$ cat config.mk
export PLATFORM = sky130hd
export DESIGN_NAME = dmem_arbiter
export DESIGN_NICKNAME = d
export VERILOG_FILES = /design/src/rtl/dmem_arbiter.sv
export SDC_FILE = /design/constraint.sdc
export NUM_CORES = 1
export LEC_CHECK = 0
export ABC_AREA = 1
export CORE_ASPECT_RATIO = 1.2
export CORE_MARGIN = 2
export CORE_UTILIZATION = 39
export CTS_BUF_LIST = sky130_fd_sc_hd__clkbuf_8
export DETAILED_ROUTE_END_ITERATION = 8
export GPL_TIMING_DRIVEN = 0
export PLACE_DENSITY = 0.83
export SLEW_MARGIN = 15
export SYNTH_ARGS = -nofsm -noshare
export SYNTH_HDL_FRONTEND = slang
export SYNTH_SLANG_ARGS = --single-unit
$ cat constraint.sdc
create_clock -name clk -period 3 [get_ports clk]
set_input_delay 0.75 -clock clk [delete_from_list [all_inputs] [get_ports clk]]
set_output_delay 0.75 -clock clk [all_outputs]
set_load 0.03 [all_outputs]
$ cat src/rtl/dmem_arbiter.sv
// rtl/dmem_arbiter.sv - round-robin two-port arbiter and zero-fill sequencer for a single-port data memory
module dmem_arbiter #(
    parameter int DATA_W    = 16,
    parameter int ADDR_W    = 16,
    parameter int MEM_DEPTH = 128
) (
    input  logic              clk,
    input  logic              rst,
    input  logic              p0_req,
    input  logic              p0_we,
    input  logic [ADDR_W-1:0] p0_addr,
    input  logic [DATA_W-1:0] p0_wdata,
    output logic              p0_gnt,
    output logic              p0_rvalid,
    output logic [DATA_W-1:0] p0_rdata,
    input  logic              p1_req,
    input  logic              p1_we,
    input  logic [ADDR_W-1:0] p1_addr,
    input  logic [DATA_W-1:0] p1_wdata,
    output logic              p1_gnt,
    output logic              p1_rvalid,
    output logic [DATA_W-1:0] p1_rdata,
    input  logic              clr_start,
    output logic              clr_busy,
    output logic [DATA_W-1:0] mem_data,
    output logic [ADDR_W-1:0] mem_addr,
    output logic              mem_we,
    output logic              mem_re,
    input  logic [DATA_W-1:0] mem_strm
);

    typedef enum logic {IDLE, CLEAR} state_t;

    localparam logic [ADDR_W-1:0] DEPTH_A = ADDR_W'(MEM_DEPTH);
    localparam logic [ADDR_W-1:0] LAST_A  = ADDR_W'(MEM_DEPTH - 1);

    state_t              state_q, state_d;
    logic                rr_q, rr_d;           // 1: p1 is favoured on contention
    logic [ADDR_W-1:0]   cnt_q, cnt_d;
    logic                p0_rvalid_q, p0_rvalid_d;
    logic                p1_rvalid_q, p1_rvalid_d;
    logic [DATA_W-1:0]   p0_rdata_q, p0_rdata_d;
    logic [DATA_W-1:0]   p1_rdata_q, p1_rdata_d;

    logic                win0, win1;
    logic                sel_we, sel_oor;
    logic [ADDR_W-1:0]   sel_addr;
    logic [DATA_W-1:0]   sel_wdata;

    // Pick a winner; grants are suppressed during reset and while clearing
    always_comb begin
        win0 = 1'b0;
        win1 = 1'b0;
        if (!rst && state_q == IDLE) begin
            if (p0_req && (!p1_req || !rr_q)) begin
                win0 = 1'b1;
            end else if (p1_req) begin
                win1 = 1'b1;
            end
        end
        sel_we    = win1 ? p1_we    : p0_we;
        sel_addr  = win1 ? p1_addr  : p0_addr;
        sel_wdata = win1 ? p1_wdata : p0_wdata;
        sel_oor   = (sel_addr >= DEPTH_A);
    end

    // Memory drive: clear sweep, winner access, or quiet bus
    always_comb begin
        mem_we   = 1'b0;
        mem_re   = 1'b0;
        mem_addr = '0;
        mem_data = '0;
        if (!rst) begin
            if (state_q == CLEAR) begin
                mem_we   = 1'b1;
                mem_addr = cnt_q;
            end else if (win0 || win1) begin
                mem_addr = sel_addr;
                mem_data = sel_wdata;
                mem_we   = sel_we & ~sel_oor;
                mem_re   = ~sel_we & ~sel_oor;
            end
        end
    end

    // Next-state: pointer, read capture, clear sequencing
    always_comb begin
        state_d     = state_q;
        cnt_d       = cnt_q;
        rr_d        = rr_q;
        p0_rvalid_d = 1'b0;
        p1_rvalid_d = 1'b0;
        p0_rdata_d  = p0_rdata_q;
        p1_rdata_d  = p1_rdata_q;
        if (win0) begin
            rr_d = 1'b1;
            if (!p0_we) begin
                p0_rvalid_d = 1'b1;
                p0_rdata_d  = sel_oor ? '0 : mem_strm;
            end
        end
        if (win1) begin
            rr_d = 1'b0;
            if (!p1_we) begin
                p1_rvalid_d = 1'b1;
                p1_rdata_d  = sel_oor ? '0 : mem_strm;
            end
        end
        case (state_q)
            IDLE: begin
                cnt_d = '0;
                if (clr_start) begin
                    state_d = CLEAR;
                end
            end
            CLEAR: begin
                if (cnt_q == LAST_A) begin
                    state_d = IDLE;
                    cnt_d   = '0;
                end else begin
                    cnt_d = cnt_q + ADDR_W'(1);
                end
            end
            default: begin
                state_d = IDLE;
                cnt_d   = '0;
            end
        endcase
    end

    // State registers with synchronous reset
    always_ff @(posedge clk) begin
        if (rst) begin
            state_q     <= IDLE;
            cnt_q       <= '0;
            rr_q        <= 1'b0;
            p0_rvalid_q <= 1'b0;
            p1_rvalid_q <= 1'b0;
            p0_rdata_q  <= '0;
            p1_rdata_q  <= '0;
        end else begin
            state_q     <= state_d;
            cnt_q       <= cnt_d;
            rr_q        <= rr_d;
            p0_rvalid_q <= p0_rvalid_d;
            p1_rvalid_q <= p1_rvalid_d;
            p0_rdata_q  <= p0_rdata_d;
            p1_rdata_q  <= p1_rdata_d;
        end
    end

    assign p0_gnt    = win0;
    assign p1_gnt    = win1;
    assign p0_rvalid = p0_rvalid_q;
    assign p1_rvalid = p1_rvalid_q;
    assign p0_rdata  = p0_rdata_q;
    assign p1_rdata  = p1_rdata_q;
    assign clr_busy  = (state_q == CLEAR);

endmodule

==> results of run 1 <==
## through the flow
step           setup WS [ns]  utilization (%)  total power [uW]  hold WS [ns]  instances
2_1_floorplan        -0.0479                -               994         0.430        394
3_3_place_gp           -1.22             65.2              1250         0.445        638
3_5_place_dp           -1.27             65.2              1260         0.464        638
4_1_cts               0.0132             67.5              1760         0.483        658
5_1_grt              -0.0411             68.7              1840         0.518        662
6_report              0.0282             68.7              1770         0.488        662
## cell usage after synthesis
master                      n  area share, %
sky130_fd_sc_hd__nor4_1     2           0.47
sky130_fd_sc_hd__nor2_2     4           0.94
sky130_fd_sc_hd__buf_1      2           0.28
sky130_fd_sc_hd__clkbuf_1  15            2.1
sky130_fd_sc_hd__nand2_2    2           0.47
sky130_fd_sc_hd__nor2_4     3            1.3
sky130_fd_sc_hd__inv_1     33            4.6
sky130_fd_sc_hd__inv_2      1           0.14
sky130_fd_sc_hd__nand3_2    1           0.38
sky130_fd_sc_hd__nor3_1     7            1.3
sky130_fd_sc_hd__ha_1       1           0.47
sky130_fd_sc_hd__o22ai_1    8            1.9
sky130_fd_sc_hd__a21oi_1   56             11
sky130_fd_sc_hd__nand3_1   13            2.4
sky130_fd_sc_hd__buf_6      1           0.42
sky130_fd_sc_hd__or2_2      1           0.23
sky130_fd_sc_hd__o21ai_0   52            9.8
sky130_fd_sc_hd__dfxtp_1   52             39
sky130_fd_sc_hd__nor2_1    53            7.5
sky130_fd_sc_hd__nand4_1   24            5.6
sky130_fd_sc_hd__nand2_1   53            7.5
sky130_fd_sc_hd__xnor2_1    1           0.33
sky130_fd_sc_hd__o21bai_1   2           0.56
sky130_fd_sc_hd__xor2_1     2           0.66
sky130_fd_sc_hd__buf_2      2           0.38
sky130_fd_sc_hd__buf_4      3           0.84
## flip-flops by register name (all words and copies together) (netlist names)
signal	count
clr_busy	1
cnt_q	16
p0_rdata	16
p0_rvalid	1
p1_rdata	16
p1_rvalid	1
rr_q	1
## cell families after synthesis
family / Yosys count / share of synthesized area [%]
and+or+nand+nor: 163 / 28.0
AOI/OAI and AO/OA: 118 / 22.7
buffers and inverters: 57 / 8.81
DFF: 52 / 39.0
xor gates and xnor gates: 3 / 0.985
adders and majority gates: 1 / 0.469
## cell usage in the layout (no fill, tap or decap), types with 2 or more instances in the layout
master	netlist	final
sky130_fd_sc_hd__clkdlybuf4s50_1	0	118
sky130_fd_sc_hd__a21oi_1	56	56
sky130_fd_sc_hd__nor2_1	53	52
sky130_fd_sc_hd__dfxtp_1	52	52
sky130_fd_sc_hd__o21ai_0	52	47
sky130_fd_sc_hd__nand2_1	53	44
sky130_fd_sc_hd__inv_1	33	33
sky130_fd_sc_hd__buf_4	3	28
sky130_fd_sc_hd__nand4_1	24	24
sky130_fd_sc_hd__buf_2	2	17
sky130_fd_sc_hd__nand3_1	13	12
sky130_fd_sc_hd__nand2_2	2	10
sky130_fd_sc_hd__clkbuf_1	15	9
sky130_fd_sc_hd__nor2_4	3	8
sky130_fd_sc_hd__dlygate4sd2_1	0	8
sky130_fd_sc_hd__clkbuf_2	0	6
sky130_fd_sc_hd__buf_6	1	6
sky130_fd_sc_hd__nor3_1	7	6
sky130_fd_sc_hd__clkbuf_8	0	6
sky130_fd_sc_hd__o22ai_1	8	5
sky130_fd_sc_hd__o21ai_2	0	4
sky130_fd_sc_hd__o22ai_2	0	3
sky130_fd_sc_hd__buf_8	0	2
sky130_fd_sc_hd__o21bai_1	2	2
sky130_fd_sc_hd__nor4_1	2	2
sky130_fd_sc_hd__xor2_1	2	2
## layer usage
layer,vias up,GRT usage [%]
met1,1611,29.1
met4,0,10.6
met2,156,46.0
li1,1697,-
met3,20,7.27
met5,-,0
## critical path: cells and delay by family
kind / cells / cell delay (ns)
buf+inv: 2 / 0.28
simple gates: 9 / 1.20
## power breakdown
part | switching [uW] | internal [uW] | leakage (uW) | total (uW)
Sequential | 16.3 | 713 | 0.000422 | 729
Clock | 236 | 273 | 0.0000614 | 509
Combinational | 294 | 242 | 0.00140 | 536
## area by class of cell
cell class	instances	share of cell area, %
repair buffers	173	34.1
plain buffers	23	3.16
multi-input cells	285	32.4
inverters	34	2.81
well taps	87	2.35
flip-flops and latches	52	22.5
clock buffers	6	1.79
clock inverters	2	0.839
## final timing paths
kind	cells after the start	endpoint	startpoint	slack [ns]
worst max-delay path	11	mem_re	rst	0.03
worst max register to register	12	p1_rdata[11]	clr_busy	0.80
worst min-delay path	2	cnt_q[15]	cnt_q[15]	0.49
worst min register to register	2	cnt_q[15]	cnt_q[15]	0.49
## timing repair
| item | CTS | global route |
|---|---|---|
| buffers inserted | 12 | 4 |
| setup endpoints to repair | 36 | 24 |
| gates resized for setup | 193 | 22 |
| pin swaps | 12 | 13 |
==> summary by stage, run 1 <==
Clock tree
The worst-skew pair later-pin latency is just over 0.3 ns. Clock tree synthesis found a total of 52 sinks. The cell at the root of the clock tree is sky130_fd_sc_hd__clkbuf_8. The buffer levels on the longest clock path is 2. The number of H-tree branching levels is 2. The clock buffer count from CTS is 5.

The clock tree from TritonCTS is done. Clock-pin slew was measured on the worst setup and hold paths at 0.09 ns. The number of buffers added to fix hold violations after cts is 0.

Routing
The via-per-instance ratio is ~5.3. The final wirelength is 10100 um. The number of DRC markers in iteration 0 is ~180. The number of antenna-violating nets in the routed design is 0. The DRC violation count after routing is 0. The routed length on met3 is roughly 870 um. Detailed routing placed a total of 5230 um of wire on met2. The length of the first detailed-routing pass in iterations is 7. Summing over every cut layer, the via total after detailed routing is 3484. The highest signal layer in the routed design is met4. The post-detailed-route wirelength per cell is 15.3 um. The wire length the detailed router placed on met1 is between 3000 and 4000 um.

Layout
The post-layout net count is 662. The count of filler cells inserted in the layout is roughly 570. The fraction of final layout cells sized beyond drive strength 1 is 17.2%. 0 antenna diodes ended up in the layout. In the final layout, the multi-input gates occupy 1500 um2.

From synthesis to final layout, the design area changed by 73.3%. Summing all flip-flop and latch instances after layout gives between 1000 and 1500 um2. Once layout is done, the placed cells without fillers occupy about 4600 um2.

STA
In this run the tightest slew margin relative to its limit is 57.2%. The slew at the pin with the worst max-slew slack is 0.641 ns. The share of the cycle needed by the critical path after routing is a little under 100%.

The number of pins exceeding their max-slew limit in the final report is 0. Setup violations remaining at the end of the flow were counted as 0. For this run, the top clock speed supported by timing is between 300 and 400 MHz. The worst path in the final design needs a cycle of approximately 3.0 ns, including I/O delays and setup. For the final routed database, the setup TNS stands at 0 ns. The final hold violation count is 0.

The worst-case clock skew is 0.00853 ns.

Global route
The global-route wire length before repair is between 15000 and 20000 um. The via count of the first global-routing pass came to 3415. The initial antenna violation count is 0. The total overflow left after global routing is 0. Global routing used 26.0% of the available tracks across all layers. Entering global routing, the biggest net connects 17 pins.

Place
Detailed placement finished with a half-perimeter wire length of 7580 um. The placed standard-cell area is 4390 um2. The final weighted congestion of routability-driven global placement is approximately 0.94. The number of buffer cells added on primary ports is 157.

Power and ir drop
The power density over the cells is 383 nW/um2. The leakage power total is 0.00189 uW. Across the VDD grid, the largest voltage drop is approximately 0.00032 V.

Critical path
By instance count, the cell type seen most on the critical path is sky130_fd_sc_hd__nand2_2. The required time at the worst-slack endpoint is 2.25 ns. The data arrival time of the critical path is around 2.2 ns. On the worst path, the slowest cell contributes a delay of between 0.2 and 0.3 ns. The startpoint class of the critical path is an input pin. The cell with the largest stage delay on the worst path is sky130_fd_sc_hd__nor2_4. STA classifies the critical path endpoint as an output pin.

The largest fanout of any net on the critical path is 6. The critical path class is in2out. The critical path goes through buf_6 -> nor2_4 -> nand2_2 -> nor2_4 -> nand2_2 -> nand2_2 -> nand2_2 -> nor2_4 -> nand3_2 -> nor3_2 -> buf_4.

Synth
The synthesized instance count is 394. During synthesis, Yosys emitted a total of 0 warnings. In this run, synthesis produced a sequential element count of 52. The synthesized area per cell is 6.77 um2.

The number of nets in the synthesized netlist is 482. After synthesis, the netlist uses 26 different library cells. The register area share after synthesis is about two fifths. The cell area after synthesis is 2670 um2.

Floorplanning
From left edge to right edge, the die measures 79.5 um. The area of the placeable core is ~6700 um2. The die is around 95 um tall. The cell row count is 33. The number of placed I/O pins is 158. The initial standard-cell utilization of the core is 39.7%.

The die covers between 7000 and 8000 um2.

Flow run
The count of max-cap constraint violations is 0.

Worst hold path
The path type of the worst min-delay path is reg2reg.

Outcome
The run finished with clean final reports.
No activity file was read; power rests on OpenSTA's default activity.
==> run 2, diff against run 1 <==
--- a/config.mk
+++ b/config.mk
@@ -10,10 +10,10 @@
 export CORE_MARGIN = 2
 export CORE_UTILIZATION = 39
 export CTS_BUF_LIST = sky130_fd_sc_hd__clkbuf_8
+export CTS_CLUSTER_SIZE = 30
 export DETAILED_ROUTE_END_ITERATION = 8
 export GPL_TIMING_DRIVEN = 0
-export PLACE_DENSITY = 0.83
-export SLEW_MARGIN = 15
+export PLACE_DENSITY_LB_ADDON = 0.1
 export SYNTH_ARGS = -nofsm -noshare
 export SYNTH_HDL_FRONTEND = slang
 export SYNTH_SLANG_ARGS = --single-unit
==> summary by stage, run 2 (synthesis gave the netlist of run 1 again) <==
Outcome
The flow ran to the end, and the final reports show no timing, DRC or antenna violations.

Global route
The global-route usage over all layers came to 25.7% (-0.29 points). The routing usage on met1 was 30.9% (+1.8 points). The met3 capacity usage during global routing is 5.64% (-1.6 points). The met2 demand-to-capacity share in global routing is 46.0% (unchanged). The via count of the first global-routing pass came to 3301 (-3.3%). The initial antenna violation count is 0 (unchanged). The sum of overflow across all layers after global routing is 0 (unchanged).

The most crowded layer after global routing is met2. The largest net degree at the start of global routing was 16 (-1). The global-route wire length before repair is 15500 um (-0.44%).

STA
The slew at the pin with the worst max-slew slack is 0.635 ns (-0.00629 ns). The total negative slack is 0 ns (unchanged). The maximum clock frequency is 345 MHz (+2.4%). The final hold violation count is 0 (unchanged). The worst slew margin relative to its limit was 57.6% (+0.42 points). The number of failing setup endpoints in the final timing report is 0 (unchanged). The final critical-path setup slack is 0.0978 ns (+0.0696 ns). Setup repair after global routing could not meet its margin everywhere. The number of pins exceeding their max-slew limit in the final report was 0 (unchanged). The worst-case clock skew is 0.0122 ns (+0.00372 ns). The share of the cycle needed by the critical path after routing was 96.7% (-2.3 points). The final period demand of the worst path is 2.90 ns (-0.0696 ns). The final-layout worst hold slack is 0.475 ns (-0.0134 ns).

Clock tree
TritonCTS built the clock tree. The buffer levels on the longest clock path was 2 (unchanged). The sink count of the clock tree is 52 (unchanged). The number of buffers added to fix hold violations after cts came to 0 (unchanged). The number of H-tree branching levels came to 2 (unchanged).

The worst-skew pair later-pin latency is 0.30 ns (about the same). CTS placed an instance of sky130_fd_sc_hd__clkbuf_8 at the clock tree root. The clock edge transition at the registers on the reported setup and hold paths is 0.09 ns (about the same). The clock buffer count from CTS came to 5 (unchanged).

Routing
The total via count after detailed routing is 3418 (-1.9%). The post-detailed-route wirelength per cell is 15.2 um (-0.62%). The final wirelength is 10000 um (-0.62%). The number of antenna-violating nets in the routed design is 0 (unchanged). The DRC violation count after routing was 0 (unchanged). The number of DRC markers in iteration 0 is 147 (-19%).

The via-per-instance ratio was 5.16 (-1.9%). The length of the first detailed-routing pass in iterations came to 5 (-2).

Floorplanning
The die boundary width is 79.5 um (unchanged). The initial standard-cell utilization of the core is 39.7% (unchanged). The number of placed I/O pins is 158 (unchanged).

The cell row count was 33 (unchanged). The area of the placeable core is 6730 um2 (unchanged). The area of the die is 7520 um2 (unchanged).

The floorplan die height came to 94.6 um (unchanged).

Power and ir drop
The power density over the cells came to 363 nW/um2 (-5.5%). The largest vdd supply drop is 0.000236 V (-26%). The fraction of power consumed by combinational cells is 32.1% (+1.9 points). The leakage power total came to 0.00189 uW (about the same).

The design internal power is 1140 uW (-7.1%). The proportion of power drawn by the clock network is 24.5% (-4.2 points). The switching fraction of total power came to 32.0% (+1.2 points).

The sequential fraction of design power is 43.4% (+2.3 points). The switching power is 537 uW (-1.7%).

Critical path
The startpoint class of the critical path is an input pin. The capture point of the worst reg-to-reg path is cnt_q[2]. The data arrival time of the critical path was 2.15 ns (-0.07 ns). The origin of the critical flop-to-flop path is cnt_q[0]. The required time at the worst-slack endpoint is 2.25 ns (about the same). STA classifies the critical path endpoint as an output pin.

The worst setup slack for register-to-register paths came to 0.80 ns (about the same). The depth of the most critical reg-to-reg path is 7 (-5). The largest fanout of any net on the critical path is 6 (unchanged).

The last element of the critical path is mem_re. The most critical setup path has its startpoint at rst. The critical path class is in2out.

Layout
The growth of design area from synthesis to finish was 73.4% (about the same). The combined flip-flop and latch cell area came to 1040 um2 (unchanged). The count of filler cells inserted in the layout is 615 (+7.3%).

The multi-input logic area is 1520 um2 (+1.1%). The fraction of final layout cells sized beyond drive strength 1 is 17.6% (+0.35 points). The post-layout net count is 662 (unchanged). The number of inserted diodes was 0 (unchanged). The library cell used most frequently in the layout, excluding fill and tap cells, is sky130_fd_sc_hd__clkdlybuf4s50_1. In the layout the commonest cells are 118 x sky130_fd_sc_hd__clkdlybuf4s50_1, 56 x sky130_fd_sc_hd__a21oi_1, 52 x sky130_fd_sc_hd__nor2_1, 52 x sky130_fd_sc_hd__dfxtp_1, 44 x sky130_fd_sc_hd__o21ai_0.

The final design utilization is 68.8% (about the same).

Place
The half-perimeter wire length of the detailed placement result came to 7570 um (about the same). The number of buffer cells added on primary ports is 157 (unchanged). The final weighted congestion of routability-driven global placement is 0.918 (-2.2%). The post-placement setup slack was -1.26 ns (+0.00320 ns).

Worst hold path
The path type of the worst min-delay path is reg2reg.

Flow run
The count of max-cap constraint violations is 0 (unchanged).
## run 2: changes by cell type in the layout (fill, tap and decap cells not counted), sizes merged
cell | before | now
bufinv | 1 | 0
clkdlybuf4s15 | 1 | 2
clkinv | 1 | 0
clkinvlp | 0 | 1
dlygate4sd2 | 8 | 7
inv | 34 | 35
## run 2: layout make-up
type	count	area share [%]
Timing Repair Buffer	173	34.5
Multi-Input combinational cell	285	32.7
Sequential cell	52	22.5
Buffer	23	3.11
Inverter	34	2.76
Tap cell	87	2.35
Clock buffer	6	1.78
Clock inverter	2	0.243
## run 2: stage by stage
step	cells	power, uW	area (um2)
after floorplan	394	994	2710
after global placement	638	1250	4390
after detailed placement	638	1260	4390
after CTS	657	1670	4540
after global routing	662	1760	4630
final	662	1680	4630
## run 2: worst max-delay path, stage by stage
cell and delay (ns):
sky130_fd_sc_hd__buf_8 0.10, sky130_fd_sc_hd__nor2_4 0.20, sky130_fd_sc_hd__nand2_2 0.09, sky130_fd_sc_hd__nor2_4 0.24, sky130_fd_sc_hd__nand2_2 0.09, sky130_fd_sc_hd__nand2_2 0.09
sky130_fd_sc_hd__nand2_2 0.07, sky130_fd_sc_hd__nor2_4 0.12, sky130_fd_sc_hd__nand3_2 0.10, sky130_fd_sc_hd__nor3_2 0.13, sky130_fd_sc_hd__buf_4 0.18
## run 2: what timing repair did
| item | 4_1_cts | 5_1_grt |
|---|---|---|
| pin swaps | 12 | 10 |
| cloned | 1 | 0 |
| resized for setup | 198 | 19 |
| setup endpoints to repair | 36 | 32 |
| buffers inserted | 10 | 5 |
## run 2: power groups by stage
stage                     Combinational, uW  Clock, uW  Sequential (uW)
final                                   538        412              728
after global routing                    575        449              730
after CTS                               524        420              728
after detailed placement                518          0              742
after global placement                  511          0              742
after floorplan                         213          0              781
## run 2: worst min-delay path by stage
stage / depth (start not counted) / endpoint / slack (ns) / startpoint
finish: 2 / cnt_q[15] / 0.47 / cnt_q[15]
global route: 2 / cnt_q[15] / 0.50 / cnt_q[15]
CTS: 2 / cnt_q[15] / 0.47 / cnt_q[15]
detailed placement: 2 / cnt_q[15] / 0.46 / cnt_q[15]
global placement: 2 / cnt_q[15] / 0.45 / cnt_q[15]
floorplan: 1 / cnt_q[0] / 0.43 / cnt_q[0]
## run 2: routing by layer
layer  routed length [um]  part of all wire, %
met1                 4020                   40
met2                 5260                   52
met3                  594                  5.9
met4                  172                  1.7
met5                    0                    0
==> run 3, diff against run 2 <==
--- a/config.mk
+++ b/config.mk
@@ -8,7 +8,7 @@
 export ABC_AREA = 1
 export CORE_ASPECT_RATIO = 1.2
 export CORE_MARGIN = 2
-export CORE_UTILIZATION = 39
+export CORE_UTILIZATION = 35
 export CTS_BUF_LIST = sky130_fd_sc_hd__clkbuf_8
 export CTS_CLUSTER_SIZE = 30
 export DETAILED_ROUTE_END_ITERATION = 8
==> constraint.sdc (replaced) <==
create_clock -name clk -period 2.4 [get_ports clk]
set_input_delay 0.6 -clock clk [delete_from_list [all_inputs] [get_ports clk]]
set_output_delay 0.6 -clock clk [all_outputs]
set_load 0.03 [all_outputs]
==> summary by stage, run 3 (synthesis gave the netlist of run 1 again) <==
Clock tree
The sink count of the clock tree was 52 (unchanged). The cell at the root of the clock tree is sky130_fd_sc_hd__clkbuf_8. The number of H-tree branching levels is 2 (unchanged). The worst-skew pair later-pin latency is 0.31 ns (about the same). TritonCTS built the clock tree. The clock edge transition at the registers on the reported setup and hold paths is 0.10 ns (about the same). The clock buffer count from CTS is 5 (unchanged). The buffer levels on the longest clock path is 2 (unchanged).

Outcome
The run finished, with violations left. The final reports fail on setup timing.

Floorplanning
The initial standard-cell utilization of the core is 36.5% (-3.2 points). The cell row count was 34 (+3.0%). The die boundary width is 83.7 um (+5.3%).

The number of placed I/O pins was 158 (unchanged). The area of the placeable core is 7320 um2 (+8.7%). The area of the die is 8340 um2 (+11%). The floorplan die height is 99.7 um (+5.3%).

STA
The total negative slack was -1.50 ns (-1.50 ns). Setup repair after global routing could not meet its margin everywhere. The number of pins exceeding their max-slew limit in the final report is 0 (unchanged).

The final hold violation count is 0 (unchanged). The number of failing setup endpoints in the final timing report is 29 (+29). The maximum clock frequency is 386 MHz. The worst slew margin relative to its limit is 54.1% (-3.5 points). The final critical-path setup slack is -0.188 ns (-0.285 ns). Subtracting the final worst setup slack from the clock period gives 2.59 ns. The slew at the pin with the worst max-slew slack is 0.683 ns (+0.0488 ns). The worst-case clock skew is 0.0118 ns (-0.000485 ns). After layout, the worst path uses 108% of the clock period.

Global route
The largest net degree at the start of global routing is 18 (+2). The sum of overflow across all layers after global routing is 0 (unchanged). The global-route usage over all layers is 23.6% (-2.1 points). The global-route wire length before repair is 16200 um (+4.9%). The via count of the first global-routing pass is 3390 (+2.7%). The initial antenna violation count is 0 (unchanged).

Place
The half-perimeter wire length of the detailed placement result is 7520 um (-0.61%). The post-placement setup slack was -1.44 ns (-0.180 ns). The final weighted congestion of routability-driven global placement is 0.914 (-0.50%). The number of buffer cells added on primary ports came to 157 (unchanged).

Power and ir drop
The largest vdd supply drop came to 0.000352 V (+49%). The power density over the cells is 465 nW/um2 (+28%). The leakage power total was 0.00193 uW (+2.5%).

Routing
The post-detailed-route wirelength per cell is 15.3 um (+1.1%). The DRC violation count after routing is 0 (unchanged). The length of the first detailed-routing pass in iterations came to 4 (-1). The total via count after detailed routing is 3419 (+0.029%). The via-per-instance ratio was 5.10 (-1.2%). The number of DRC markers in iteration 0 is 145 (-1.4%). The final wirelength is 10300 um (+2.3%). The number of antenna-violating nets in the routed design is 0 (unchanged).

Layout
The growth of design area from synthesis to finish is 84.2%. The library cell used most frequently in the layout, excluding fill and tap cells, is sky130_fd_sc_hd__clkdlybuf4s50_1. The fraction of final layout cells sized beyond drive strength 1 was 25.0% (+7.4 points).

The top cell types in the final layout, fill and taps aside, are 118 x sky130_fd_sc_hd__clkdlybuf4s50_1, 55 x sky130_fd_sc_hd__a21oi_1, 51 x sky130_fd_sc_hd__dfxtp_1, 42 x sky130_fd_sc_hd__nand2_1, 37 x sky130_fd_sc_hd__o21ai_0. The post-layout net count is 667 (+0.76%). The number of inserted diodes is 0 (unchanged).

Worst hold path
The min-delay analysis places its worst path in the category reg2reg.

Critical path
The endpoint kind of the worst setup timing path is an output pin. The critical path is of the in2out type. The required time at the worst-slack endpoint was 1.80 ns (-0.45 ns). The startpoint class of the critical path is an input pin. The data arrival time of the critical path came to 1.99 ns (-0.16 ns). The largest fanout of any net on the critical path is 6 (unchanged).

Flow run
The count of max-cap constraint violations is 0 (unchanged).
## run 3: routing by layer
layer / up-vias / part of all wire (%) / track usage [%]
met3: 17 / 5.7 / 5.31
met5: - / 0 / 0
met4: 0 / 2.1 / 7.82
met2: 116 / 51 / 42.8
met1: 1580 / 41 / 27.4
li1: 1706 / - / -
## run 3: area by class of cell
type | count | area [um2]
fill | 659 | 2400
timing repair buffer | 178 | 1730
multi-input combinational | 285 | 1630
sequential | 52 | 1040
buffer | 23 | 158
inverter | 34 | 128
tap | 90 | 113
clock buffer | 5 | 68.8
clock inverter | 3 | 46.3
## run 3: worst paths after layout
check                           startpoint            to  slack [ns]  cells past startpoint
worst min register to register   cnt_q[15]     cnt_q[15]        0.47                      2
worst min-delay path             cnt_q[15]     cnt_q[15]        0.47                      2
worst max register to register    clr_busy  p0_rdata[14]        0.35                      6
worst max-delay path                   rst        mem_we       -0.19                     11
## run 3: power breakdown
| part | switching, uW | total (uW) | internal (uW) | leakage, uW |
|---|---|---|---|---|
| Clock | 310 | 627 | 317 | 0.0000600 |
| Sequential | 16.5 | 908 | 891 | 0.000422 |
| Combinational | 398 | 750 | 352 | 0.00145 |
| Total | 724 | 2280 | 1560 | 0.00193 |
## run 3: what timing repair did
item                                    CTS  global route
gates resized for setup                 285            22
setup buffers                            14             5
gates cloned                              2             0
hold buffers                              0             0
pin swaps                                20             5
endpoints found under the setup margin   61            45
hold endpoints to repair                  0             0
## run 3: through the flow
stage / instance area, um2 / hold slack (ns) / total power, uW / util [%] / cells
floorplan: 2840 / 0.430 / 1270 / - / 394
global placement: 4520 / 0.444 / 1590 / 61.8 / 641
detailed placement: 4520 / 0.450 / 1600 / 61.8 / 641
CTS: 4870 / 0.468 / 2280 / 66.5 / 665
global route: 4910 / 0.513 / 2380 / 67.2 / 670
finish: 4910 / 0.469 / 2280 / 67.2 / 670
## run 3: worst max-delay path, stage by stage
cell	delay [ns]
sky130_fd_sc_hd__buf_6	0.10
sky130_fd_sc_hd__nor2_4	0.21
sky130_fd_sc_hd__nand2_2	0.10
sky130_fd_sc_hd__nor2_4	0.19
sky130_fd_sc_hd__nand2_1	0.11
sky130_fd_sc_hd__nand2_2	0.10
sky130_fd_sc_hd__nand2_2	0.08
sky130_fd_sc_hd__nor2_4	0.12
sky130_fd_sc_hd__nand3_4	0.10
sky130_fd_sc_hd__o21ai_4	0.14
sky130_fd_sc_hd__buf_6	0.14
